$ cat src/rtl/pcileech_tlp_arb_pkg.sv
// Shared types and widths for the PCIe TX round-robin arbiter.
package pcileech_tlp_arb_pkg;

    typedef enum logic {IDLE, XFER} arb_state_t;

    localparam int unsigned QW_W       = 64;
    localparam int unsigned KEEP_W     = 8;
    localparam int unsigned NPORTS_MAX = 8;

    typedef struct packed {
        logic [QW_W-1:0]   data;
        logic [KEEP_W-1:0] keep;
        logic              last;
    } tlp_beat_t;

endpackage

$ cat src/rtl/pcileech_rr_pick.sv
// Combinational rotate-priority encoder: first set req bit after ptr, wrapping.
module pcileech_rr_pick #(
    parameter int unsigned NPORTS = 3
) (
    input  logic [NPORTS-1:0]         req_i,
    input  logic [$clog2(NPORTS)-1:0] ptr_i,
    output logic                      found_o,
    output logic [$clog2(NPORTS)-1:0] idx_o
);
    localparam int unsigned IDX_W = $clog2(NPORTS);

    logic [IDX_W-1:0] cand;

    always_comb begin
        found_o = 1'b0;
        idx_o   = '0;
        cand    = '0;
        for (int unsigned k = 1; k <= NPORTS; k++) begin
            cand = IDX_W'((32'(ptr_i) + k) % NPORTS);
            if (!found_o && req_i[cand]) begin
                found_o = 1'b1;
                idx_o   = cand;
            end
        end
    end

endmodule

$ cat src/rtl/pcileech_tlp_tx_arbiter.sv
// Packet-atomic round-robin arbiter in front of the PCIe core TX stream.
// Optional per-port packet / stall counters: define TLP_TX_ARB_STATS_EN.
module pcileech_tlp_tx_arbiter
    import pcileech_tlp_arb_pkg::*;
#(
    parameter int unsigned NPORTS = 3,
    parameter int unsigned MAX_QW = 18
) (
    input  logic                      clk,
    input  logic                      rst,
    input  logic [NPORTS-1:0]         port_en,
    input  logic [NPORTS-1:0]         s_valid,
    input  logic [NPORTS*64-1:0]      s_data,
    input  logic [NPORTS*8-1:0]       s_keep,
    input  logic [NPORTS-1:0]         s_last,
    output logic [NPORTS-1:0]         s_ready,
    output logic [63:0]               m_data,
    output logic [7:0]                m_keep,
    output logic                      m_last,
    output logic                      m_valid,
    input  logic                      m_ready,
    output logic [$clog2(NPORTS)-1:0] grant_id,
    output logic                      busy,
    output logic                      err_overlen
`ifdef TLP_TX_ARB_STATS_EN
    ,
    output logic [NPORTS*16-1:0]      stat_pkt,
    output logic [15:0]               stat_stall
`endif
);
    localparam int unsigned IDX_W = $clog2(NPORTS);

    arb_state_t       state_q, state_d;
    logic [IDX_W-1:0] grant_q, grant_d;
    logic [IDX_W-1:0] rr_q, rr_d;
    logic [4:0]       qw_q, qw_d;

    logic [NPORTS-1:0] elig;
    logic              pick_found;
    logic [IDX_W-1:0]  pick_idx;
    tlp_beat_t         beat;
    logic              beat_valid;
    logic              accept;

    assign elig = port_en & s_valid;

    pcileech_rr_pick #(.NPORTS(NPORTS)) u_pick (
        .req_i   (elig),
        .ptr_i   (rr_q),
        .found_o (pick_found),
        .idx_o   (pick_idx)
    );

    // Granted source is forwarded combinationally so each beat adds no latency.
    always_comb begin
        beat       = '0;
        beat_valid = 1'b0;
        s_ready    = '0;
        if (state_q == XFER) begin
            beat.data        = s_data[32'(grant_q)*QW_W +: QW_W];
            beat.keep        = s_keep[32'(grant_q)*KEEP_W +: KEEP_W];
            beat.last        = s_last[grant_q];
            beat_valid       = s_valid[grant_q];
            s_ready[grant_q] = m_ready;
        end
    end

    assign accept      = beat_valid & m_ready;
    assign m_data      = beat.data;
    assign m_keep      = beat.keep;
    assign m_last      = beat.last;
    assign m_valid     = beat_valid;
    assign grant_id    = grant_q;
    assign busy        = (state_q == XFER);
    assign err_overlen = accept && (qw_q == 5'(MAX_QW));

    always_comb begin
        state_d = state_q;
        grant_d = grant_q;
        rr_d    = rr_q;
        qw_d    = qw_q;
        case (state_q)
            IDLE: begin
                qw_d = '0;
                if (pick_found) begin
                    state_d = XFER;
                    grant_d = pick_idx;
                    rr_d    = pick_idx;
                end
            end
            XFER: begin
                if (accept) begin
                    if (beat.last) begin
                        state_d = IDLE;
                        qw_d    = '0;
                    end else if (qw_q != 5'd31) begin
                        qw_d = qw_q + 5'd1;
                    end
                end
            end
            default: state_d = IDLE;
        endcase
    end

    always_ff @(posedge clk or posedge rst) begin
        if (rst) begin
            state_q <= IDLE;
            grant_q <= '0;
            rr_q    <= IDX_W'(NPORTS - 1);
            qw_q    <= '0;
        end else begin
            state_q <= state_d;
            grant_q <= grant_d;
            rr_q    <= rr_d;
            qw_q    <= qw_d;
        end
    end

`ifdef TLP_TX_ARB_STATS_EN
    logic [NPORTS*16-1:0] stat_pkt_q;
    logic [15:0]          stat_stall_q;

    always_ff @(posedge clk or posedge rst) begin
        if (rst) begin
            stat_pkt_q   <= '0;
            stat_stall_q <= '0;
        end else begin
            if (accept && beat.last)
                stat_pkt_q[32'(grant_q)*16 +: 16] <= stat_pkt_q[32'(grant_q)*16 +: 16] + 16'd1;
            if (beat_valid && !m_ready)
                stat_stall_q <= stat_stall_q + 16'd1;
        end
    end

    assign stat_pkt   = stat_pkt_q;
    assign stat_stall = stat_stall_q;
`endif

endmodule

$ cat config.mk
export PLATFORM = sky130hd
export DESIGN_NAME = pcileech_tlp_tx_arbiter
export DESIGN_NICKNAME = d
export VERILOG_FILES = /design/src/rtl/pcileech_tlp_arb_pkg.sv /design/src/rtl/pcileech_rr_pick.sv /design/src/rtl/pcileech_tlp_tx_arbiter.sv
export SDC_FILE = /design/constraint.sdc
export NUM_CORES = 1
export LEC_CHECK = 0
export BUFFER_PORTS_ARGS = -buffer_cell sky130_fd_sc_hd__buf_2
export CORE_AREA = 2 2 120 122
export DETAILED_ROUTE_END_ITERATION = 8
export DIE_AREA = 0 0 122 124
export PLACE_DENSITY = 0.58
export SETUP_SLACK_MARGIN = 0.1
export SLEW_MARGIN = 20
export SYNTH_ARGS = -nofsm -noshare
export SYNTH_HDL_FRONTEND = slang
export SYNTH_SLANG_ARGS = --single-unit
$ cat constraint.sdc
create_clock -name clk -period 2.7 [get_ports clk]
set_input_delay 0.54 -clock clk [delete_from_list [all_inputs] [get_ports clk]]
set_output_delay 0.54 -clock clk [all_outputs]
set_load 0.02 [all_outputs]
### Word level (Yosys, flattened, before mapping)

Cells that the tools add are included.

| word-level totals | value |
|---|---|
| flip-flop bits (word level) | 10 |
| input bits | 228 |
| logic and storage cells | 63 |
| output and inout port bits | 81 |

| operators by class | value |
|---|---|
| bitwise gates (word level) | 4 |
| div/mod/pow operators | 3 |
| muxes and demuxes | 29 |
| $lt $le $gt $ge | 5 |
| reduce and logical (&&, ||, !) cells | 8 |
| shifts and indexed selects | 2 |
| eq/ne operators | 4 |
| $add $sub $neg | 4 |

Operators by type and width:

| operator | count |
|---|---|
| $shiftx A192 B9 Y64 | 1 |
| $mod A32 B2 Y32 const B | 3 |
| $mux W73 | 1 |
| $shiftx A24 B6 Y8 | 1 |
| $mux W5 | 3 |
| $mux W1 | 13 |
| $lt A2 B3 Y1 const B | 4 |
| $bmux W1 S2 | 5 |
| $pmux W5 S2 | 1 |
| $add A2 B2 Y3 const B | 2 |
| $and A3 B3 Y3 | 2 |
| $mux W2 | 3 |
| $add A5 B1 Y5 const B | 1 |
| $eq A5 B5 Y1 const B | 1 |
| $ne A5 B5 Y1 const B | 1 |
| $logic_and A1 B1 Y1 | 4 |
| $reduce_and A2 Y1 | 2 |
| $add A2 B1 Y3 const B | 1 |
| $mux W3 | 1 |
| $ne A3 B1 Y1 const B | 1 |
| $demux W1 S2 | 1 |
| $ge A2 B1 Y1 const B | 1 |
| $logic_not A1 Y1 | 2 |
| $ne A2 B1 Y1 const B | 1 |
| other kinds (3) | 3 |

### Depth between registers and ports, before layout

Gate-level depths: netlist of run 1.

| logic depth | value |
|---|---|
| depth after elaboration | 13 |
| mapped depth | 10 |
| depth with buffers taken out | 7 |

### By module

A second synthesis of run 1 with hierarchy kept.

| unflattened totals | value |
|---|---|
| cells, all modules | 402 |
| area, all modules | 2529.9 um2 |

Modules (own cells, without submodules):

| module | seq. area each (um2) | area an instance (um2) | instances | cells an instance |
|---|---|---|---|---|
| pcileech_tlp_tx_arbiter | 226.5 | 2398.6 | 1 | 382 |
| pcileech_rr_pick | 0.0 | 131.4 | 1 | 20 |

### Worst setup path before layout of run 1

No wires, ideal clock.

| timing | value |
|---|---|
| path type | register to register |
| start | register grant_id[0] (netlist name) |
| end | register grant_q[1] (netlist: grant_id[1]) |
| clock period less this slack | 2269 ps |
| data arrival time | 2143 ps |
| data required time | 2574 ps |
| stages on the path, launching flop included | 10 |
| path buffers | 4 |
| slack | 431 ps |
| setup time | 126 ps |
| cell sequence | dfrtp_1 > buf_6 > buf_4 > buf_4 > inv_1 > ha_1 > buf_2 > o311ai_0 > a2111oi_2 > a221o_1 |

RTL lines:

| what | line | RTL |
|---|---|---|
| end signal: assignment | pcileech_tlp_tx_arbiter.sv:113 | `grant_q <= grant_d;` |
| end: declaration | pcileech_tlp_tx_arbiter.sv:34 | `logic [IDX_W-1:0] grant_q, grant_d;` |

### Worst setup path in the final report of run 1

| timing | value |
|---|---|
| start | register grant_q[0] (netlist: grant_id[0]) |
| end | output port m_data[32] |

| between the ends | value |
|---|---|
| word-level cells in the longest chain between the ends | 2 |

RTL lines:

| what | line | RTL |
|---|---|---|
| $shiftx A192 B9 Y64 | pcileech_tlp_tx_arbiter.sv:60 | `beat.data = s_data[32'(grant_q)*QW_W +: QW_W];` |
| $mux W73 | pcileech_tlp_tx_arbiter.sv:59 | `if (state_q == XFER) begin` |
| end: declaration | pcileech_tlp_tx_arbiter.sv:17 | `output logic [63:0] m_data,` |

No other way between the ends.

==> flow_summary_export.csv, run 1 <==
group,metric,value,unit
run_status,status,"completed",
clock_tree,cts_made_buffers,3,
logic_synthesis,synthXorXnorAreaFrac,0,
drt,ant_nets,0,
grt,grt_first_pass_wirelength,17.6,mm
logic_synthesis,yosys-top-cells-area,"mux2i_1 (28%), nor2_1 (21%), a21oi_1 (14%), dfrtp_1 (7.6%), ha_1 (2.8%)",
logic_synthesis,synth_seq_cells,9,
clock_tree,cts_setup_buffers,0,
logic_synthesis,syn_inst,421,
sta,worst_slew_pin_slew,429,ps
clock_tree,ctsHoldBuffers,0,
sta,max-slew-margin-rel,0.714,
worst_setup_path,worstSetupPathType,"flip-flop to output pin",
worst_setup_path,path_delay_family,"flip-flops",
floorplan,num_io_pins,309,
cells_and_area,area_growth,68.2,%
power_and_ir_drop,sw_frac_of_total,0.539,
placed_design,dp_hpwl,10.2,mm
power_and_ir_drop,comb_power_share,0.816,
worst_setup_path,worstRegToRegCells,6,
worst_setup_path,crit_slowest_cell,"dfrtp_4",
drt,post_drt_wl_per_cell,14.2,um
worst_setup_path,cp_data_arrival_time,1960,ps
sta,timing.hold.ws,254,ps
placed_design,dp.cells,880,
clock_tree,cts_buffer_depth,2,
min_path,worstHoldPathType,"input pin to async pin",
drt,drc,0,
power_and_ir_drop,peakVddDrop,0.292,mV
worst_setup_path,reg2reg_from,"grant_id[0]",
clock_tree,h-tree-depth,1,
logic_synthesis,yosysMostFrequentCell,"nor2_1",
worst_setup_path,worstPathMaxFanout,34,
sta,finalClockSkew,0.473,ps
power_and_ir_drop,p_sw,1.62,mW
sta,fin_tns_setup,0,ps
logic_synthesis,ys.flop_type,"dfrtp_1",
cells_and_area,nFillCells,1555,
floorplan,row_count,43,
logic_synthesis,syn_area,2640,um^2
sta,hold_viol_final,0,
cells_and_area,drive_gt1_frac,0.469,
power_and_ir_drop,p_leak,2.77,nW
clock_tree,clkTransAtPathRegs,40,ps
sta,setup-violations-final,0,
logic_synthesis,synth_edf_count,0,
drt,via_per_inst,4.56,
clock_tree,cts_resized,0,
worst_setup_path,worst_setup_path_start_kind,"flip-flop",
clock_tree,cts_num_sinks,9,
logic_synthesis,synth_largest_area_cell,"mux2i_1",
placed_design,place_congestion,0.786,
cells_and_area,diodes,0,
sta,rsz0062_at_grt,"false",
worst_setup_path,end_kind,"output pin",
drt,drt_wl_total,12.6,mm
grt,grt-ovfl-total,0,
worst_setup_path,r2r_slack,450,ps
grt,grt_max_degree,41,
power_and_ir_drop,finalPower,3.01,mW
job,maxCapViolations,0,
floorplan,dieArea,15100,um^2
drt,vias,4029,
worst_setup_path,path_cells,"and2b_2, buf_4, a21oi_1, nor2_1, buf_2",
floorplan,core_area,13700,um^2
grt,grt_use_total,0.143,
logic_synthesis,synth_top_cell_area_share,0.277,
placed_design,place_worst_setup_slack,395,ps
logic_synthesis,yosys.area_share.simple,0.307,
logic_synthesis,synth_warnings,0,
sta,finalMaxSlewViolations,0,
floorplan,start_util,0.192,
grt,grt_pass1_vias,3585,
logic_synthesis,synth_common_cells,"nor2_1 (149), a21oi_1 (75), mux2i_1 (73), buf_2 (14), clkbuf_1 (10)",
clock_tree,worstSkewPairLatency,230,ps
placed_design,io_buffers,308,
logic_synthesis,synthAdderAreaFrac,0.0284,
worst_setup_path,slowest_delay,610,ps
power_and_ir_drop,powerDensity,678,nW/um^2
grt,antenna_found_initial,0,
clock_tree,cts_tree,"yes",
placed_design,dpl-instance-area,4360,um^2
cells_and_area,fin_area,4440,um^2
sta,fin_ws,205,ps
logic_synthesis,synth-async-reset-ratio,1.00,
cells_and_area,fin_cells,884,
logic_synthesis,synthMuxAreaShare,0.282,
logic_synthesis,synth_compound_area_frac,0.215,
sta,fin_crit,2500,ps
power_and_ir_drop,p_int,1.39,mW
drt,first_pass_iters,4,
logic_synthesis,synth_cell_type_count,42,
logic_synthesis,synth_nets,655,
power_and_ir_drop,pwr-share-seq,0.098,
floorplan,die_w,122,um
worst_setup_path,critical_path_required,2160,ps
logic_synthesis,synth_top_family_by_area,"simple AND/OR/NAND/NOR gates",
power_and_ir_drop,clockPowerShare,0.086,
sta,max_freq,401,MHz
cells_and_area,finalCoreUtilization,0.324,
cells_and_area,nets,939,
logic_synthesis,synth_seq_area_share,0.0858,
worst_setup_path,r2r-end,"rr_q[1]",
worst_setup_path,critPathBufInv,2,
clock_tree,root_buffer,"clkbuf_16",
drt,dr.first_iter.drc_count,190,
floorplan,die_h,124,um
sta,min_period_over_period,0.924,
logic_synthesis,syn_avg_cell_area,6.27,um^2
## placed cells by master, fill, tap and decap left out, types with 3 or more instances in the layout
| cell | netlist | final |
|---|---|---|
| a31oi_1 | 3 | 3 |
| nand3_1 | 6 | 6 |
| nor2_1 | 149 | 149 |
| clkbuf_16 | 0 | 3 |
| o21ai_0 | 4 | 4 |
| ha_1 | 6 | 6 |
| and2_1 | 3 | 3 |
| inv_1 | 4 | 4 |
| buf_2 | 14 | 308 |
| nor3_1 | 6 | 6 |
| buf_4 | 8 | 3 |
| nand2_1 | 8 | 8 |
| nand4b_1 | 5 | 5 |
| buf_12 | 0 | 6 |
| dfrtp_1 | 8 | 6 |
| a21oi_1 | 75 | 75 |
| nand4_1 | 4 | 4 |
| mux2i_1 | 73 | 72 |
| nand3b_1 | 3 | 3 |
## how the worst max path moves through the flow
stage / start / end / slack [ps] / depth (start not counted)
finish: grant_id[0] / m_data[32] / 200 / 5
global route: grant_id[0] / m_keep[1] / 110 / 5
CTS: grant_id[0] / m_data[58] / 150 / 6
global placement: grant_id[0] / m_data[58] / 410 / 6
detailed placement: grant_id[0] / m_data[58] / 400 / 6
floorplan: grant_id[0] / grant_id[1] / 430 / 9
## power groups by stage
stage	sequential [mW]	combinational [mW]	clock, mW
CTS	0.297	2.49	0.264
floorplan	0.220	1.80	0
global route	0.308	2.69	0.273
finish	0.295	2.46	0.258
global placement	0.297	2.47	0
detailed placement	0.300	2.48	0
## cells by family after synthesis
kind of cell	count (synthesis)
buf+inv	43
flops	9
mux	74
compound gates	98
fa+ha+maj	6
simple gates	191
## flip-flops by register name (all words and copies together) (netlist names)
register,cells
grant_id,2
qw_q,5
rr_q,1
busy,1
## metal layers
metal	part of all wire	wire length, um	up-vias	GRT usage
li1	-	-	2028	-
met1	0.41	5120	1791	0.179
met2	0.51	6360	198	0.269
met3	0.081	1020	12	0.0165
met4	0.0078	98	0	0.0216
met5	0	0	-	0
## area by class of cell
type / count / area [um^2] / share of cell area
flip-flops and latches: 9 / 231 / 0.0521
repair buffers: 317 / 1680 / 0.379
inverters: 5 / 18.8 / 0.00423
multi-input cells: 369 / 2200 / 0.496
well taps: 180 / 225 / 0.0507
clock buffers: 4 / 78.8 / 0.0178
Note: power is estimated with default switching activity, not from simulation.
==> run 2: changes to the inputs <==
==> constraint.sdc (replaced) <==
create_clock -name clk -period 2.3 [get_ports clk]
set_input_delay 0.46 -clock clk [delete_from_list [all_inputs] [get_ports clk]]
set_output_delay 0.46 -clock clk [all_outputs]
set_load 0.02 [all_outputs]
==> run 2 against run 1 <==
Against the previous run:
- worst hold slack worse by 62 ps
- largest power group unchanged
- wire length up 5.8%
- critical path type unchanged
- first-iteration DRC count shrank 23%
- final cell count rose by 2.8%
- setup slack worse by 98 ps
- sequential cell count stayed put
- highest routed layer unchanged
- via count grew 3.4%
- design area grew 8.8%
==> flow_summary_export.csv, run 2 (synthesized netlist as in run 1, its figures left out) <==
group,metric,value,unit
worst_setup_path,crit_slowest_cell,"dfrtp_4",
run_status,status,"completed",
floorplan,start_util,0.192,
drt,dr.first_iter.drc_count,146,
cells_and_area,largest_reg_flops,5,
cells_and_area,area_growth,83.0,%
min_path,worstHoldPathType,"input pin to async pin",
floorplan,core_area,13700,um^2
sta,worst_slew_pin_slew,412,ps
cells_and_area,drive_gt1_frac,0.494,
clock_tree,worstSkewPairLatency,230,ps
power_and_ir_drop,p_leak,2.94,nW
drt,first_pass_iters,4,
worst_setup_path,slowest_delay,520,ps
power_and_ir_drop,powerDensity,871,nW/um^2
clock_tree,h-tree-depth,1,
cells_and_area,diodes,0,
worst_setup_path,worstSetupPathType,"flip-flop to output pin",
cells_and_area,final_common_cell,"buf_2",
power_and_ir_drop,sw_frac_of_total,0.502,
power_and_ir_drop,comb_power_share,0.857,
cells_and_area,largest-register,"qw_q",
sta,min_period_over_period,0.953,
drt,ant_nets,0,
sta,fin_ws,107,ps
sta,setup-violations-final,0,
grt,grt_max_degree,45,
floorplan,num_io_pins,309,
sta,max_freq,456,MHz
sta,fin_crit,2190,ps
sta,timing.hold.ws,193,ps
drt,via_per_inst,4.58,
clock_tree,cts_tree,"yes",
worst_setup_path,worst_setup_path_start_kind,"flip-flop",
power_and_ir_drop,peakVddDrop,0.369,mV
grt,antenna_found_initial,0,
clock_tree,root_buffer,"clkbuf_16",
worst_setup_path,end_kind,"output pin",
clock_tree,cts_made_buffers,3,
power_and_ir_drop,p_int,2.10,mW
worst_setup_path,cp_data_arrival_time,1730,ps
clock_tree,cts_num_sinks,9,
cells_and_area,nets,964,
placed_design,place_congestion,0.813,
placed_design,dpl-instance-area,4410,um^2
floorplan,dieArea,15100,um^2
floorplan,row_count,43,
drt,drt_wl_total,13.3,mm
drt,drc,0,
clock_tree,cts_buffer_depth,2,
sta,rsz0062_at_grt,"true",
worst_setup_path,worstPathMaxFanout,17,
sta,fin_tns_setup,0,ps
drt,post_drt_wl_per_cell,14.7,um
worst_setup_path,critical_path_required,1840,ps
power_and_ir_drop,pwr-share-seq,0.071,
cells_and_area,nFillCells,1536,
worst_setup_path,path_cells,"and2b_4, buf_12, clkbuf_16, a21oi_1, nor2_1, buf_4",
placed_design,io_buffers,308,
cells_and_area,finalCoreUtilization,0.352,
drt,vias,4166,
sta,finalClockSkew,3.64,ps
power_and_ir_drop,clockPowerShare,0.072,
sta,max-slew-margin-rel,0.725,
placed_design,place_worst_setup_slack,261,ps
grt,grt_first_pass_wirelength,17.6,mm
floorplan,die_h,124,um
floorplan,die_w,122,um
grt,grt_use_total,0.143,
grt,grt_pass1_vias,3653,
job,maxCapViolations,0,
sta,finalMaxSlewViolations,0,
cells_and_area,fin_area,4830,um^2
cells_and_area,final_cell_mix,"buf_2 (291), nor2_1 (149), a21oi_1 (73), mux2i_1 (73), buf_4 (34)",
grt,grt-ovfl-total,0,
power_and_ir_drop,p_sw,2.11,mW
sta,hold_viol_final,0,
placed_design,dp_hpwl,9.70,mm
clock_tree,clkTransAtPathRegs,40,ps
==> run 2: changes by cell type in the layout (fill, tap and decap cells not counted), sizes merged <==
cell	delta
buf	+22
clkbuf	+3
==> run 2: layer usage <==
layer  track usage  vias to the layer above  routed length, um
met5             0                        -                  0
met4        0.0158                        0                198
met3        0.0238                       12               1150
met2         0.269                      230               6630
met1         0.176                     1844               5340
li1              -                     2080                  -
==> run 2: per-stage QoR <==
| step | total power, mW | std cells |
|---|---|---|
| after floorplan | 2.37 | 421 |
| after global placement | 3.33 | 883 |
| after detailed placement | 3.33 | 883 |
| after CTS | 3.84 | 891 |
| after global routing | 4.51 | 909 |
| final | 4.21 | 909 |
==> run 2: path summary, 6_finish.rpt <==
kind	startpoint	end	depth (start not counted)	slack (ps)
max in group asynchronous	rst	rr_q[1]	2	1800
setup reg to reg	grant_id[0]	grant_id[1]	7	230
hold reg to reg	qw_q[0]	qw_q[0]	1	580
hold / removal	rst	qw_q[2]	2	190
min in group clk	qw_q[0]	qw_q[0]	1	580
setup / recovery	grant_id[0]	m_data[8]	6	110
==> run 2: timing repair <==
action / in CTS / in global routing
hold buffers: 0 / 0
cloned: 2 / 4
setup endpoints to repair: 15 / 48
gates resized for setup: 3 / 27
setup buffers: 2 / 15
pin swaps: 0 / 4
==> run 2: critical path, delay by kind of cell, from the launching register on <==
family	cells	cell delay (ps)
flops	1	520
buf+inv	3	460
simple gates	2	420
compound gates	1	90
==> run 2: power by group through the flow <==
| stage | Clock, mW | Combinational [mW] | Sequential, mW |
|---|---|---|---|
| 6_report | 0.304 | 3.61 | 0.297 |
| 5_1_grt | 0.322 | 3.88 | 0.306 |
| 4_1_cts | 0.310 | 3.24 | 0.292 |
| 3_5_place_dp | 0 | 3.03 | 0.299 |
| 3_3_place_gp | 0 | 3.03 | 0.298 |
| 2_1_floorplan | 0 | 2.12 | 0.258 |
==> run 2: final cells by class <==
class                      instances  area [um^2]  share of cell area
multi-input combinational        369         2230               0.462
inverter                           5         18.8             0.00388
sequential                         9          231              0.0479
tap                              180          225              0.0466
clock buffer                       4         78.8              0.0163
timing repair buffer             342         2050               0.424
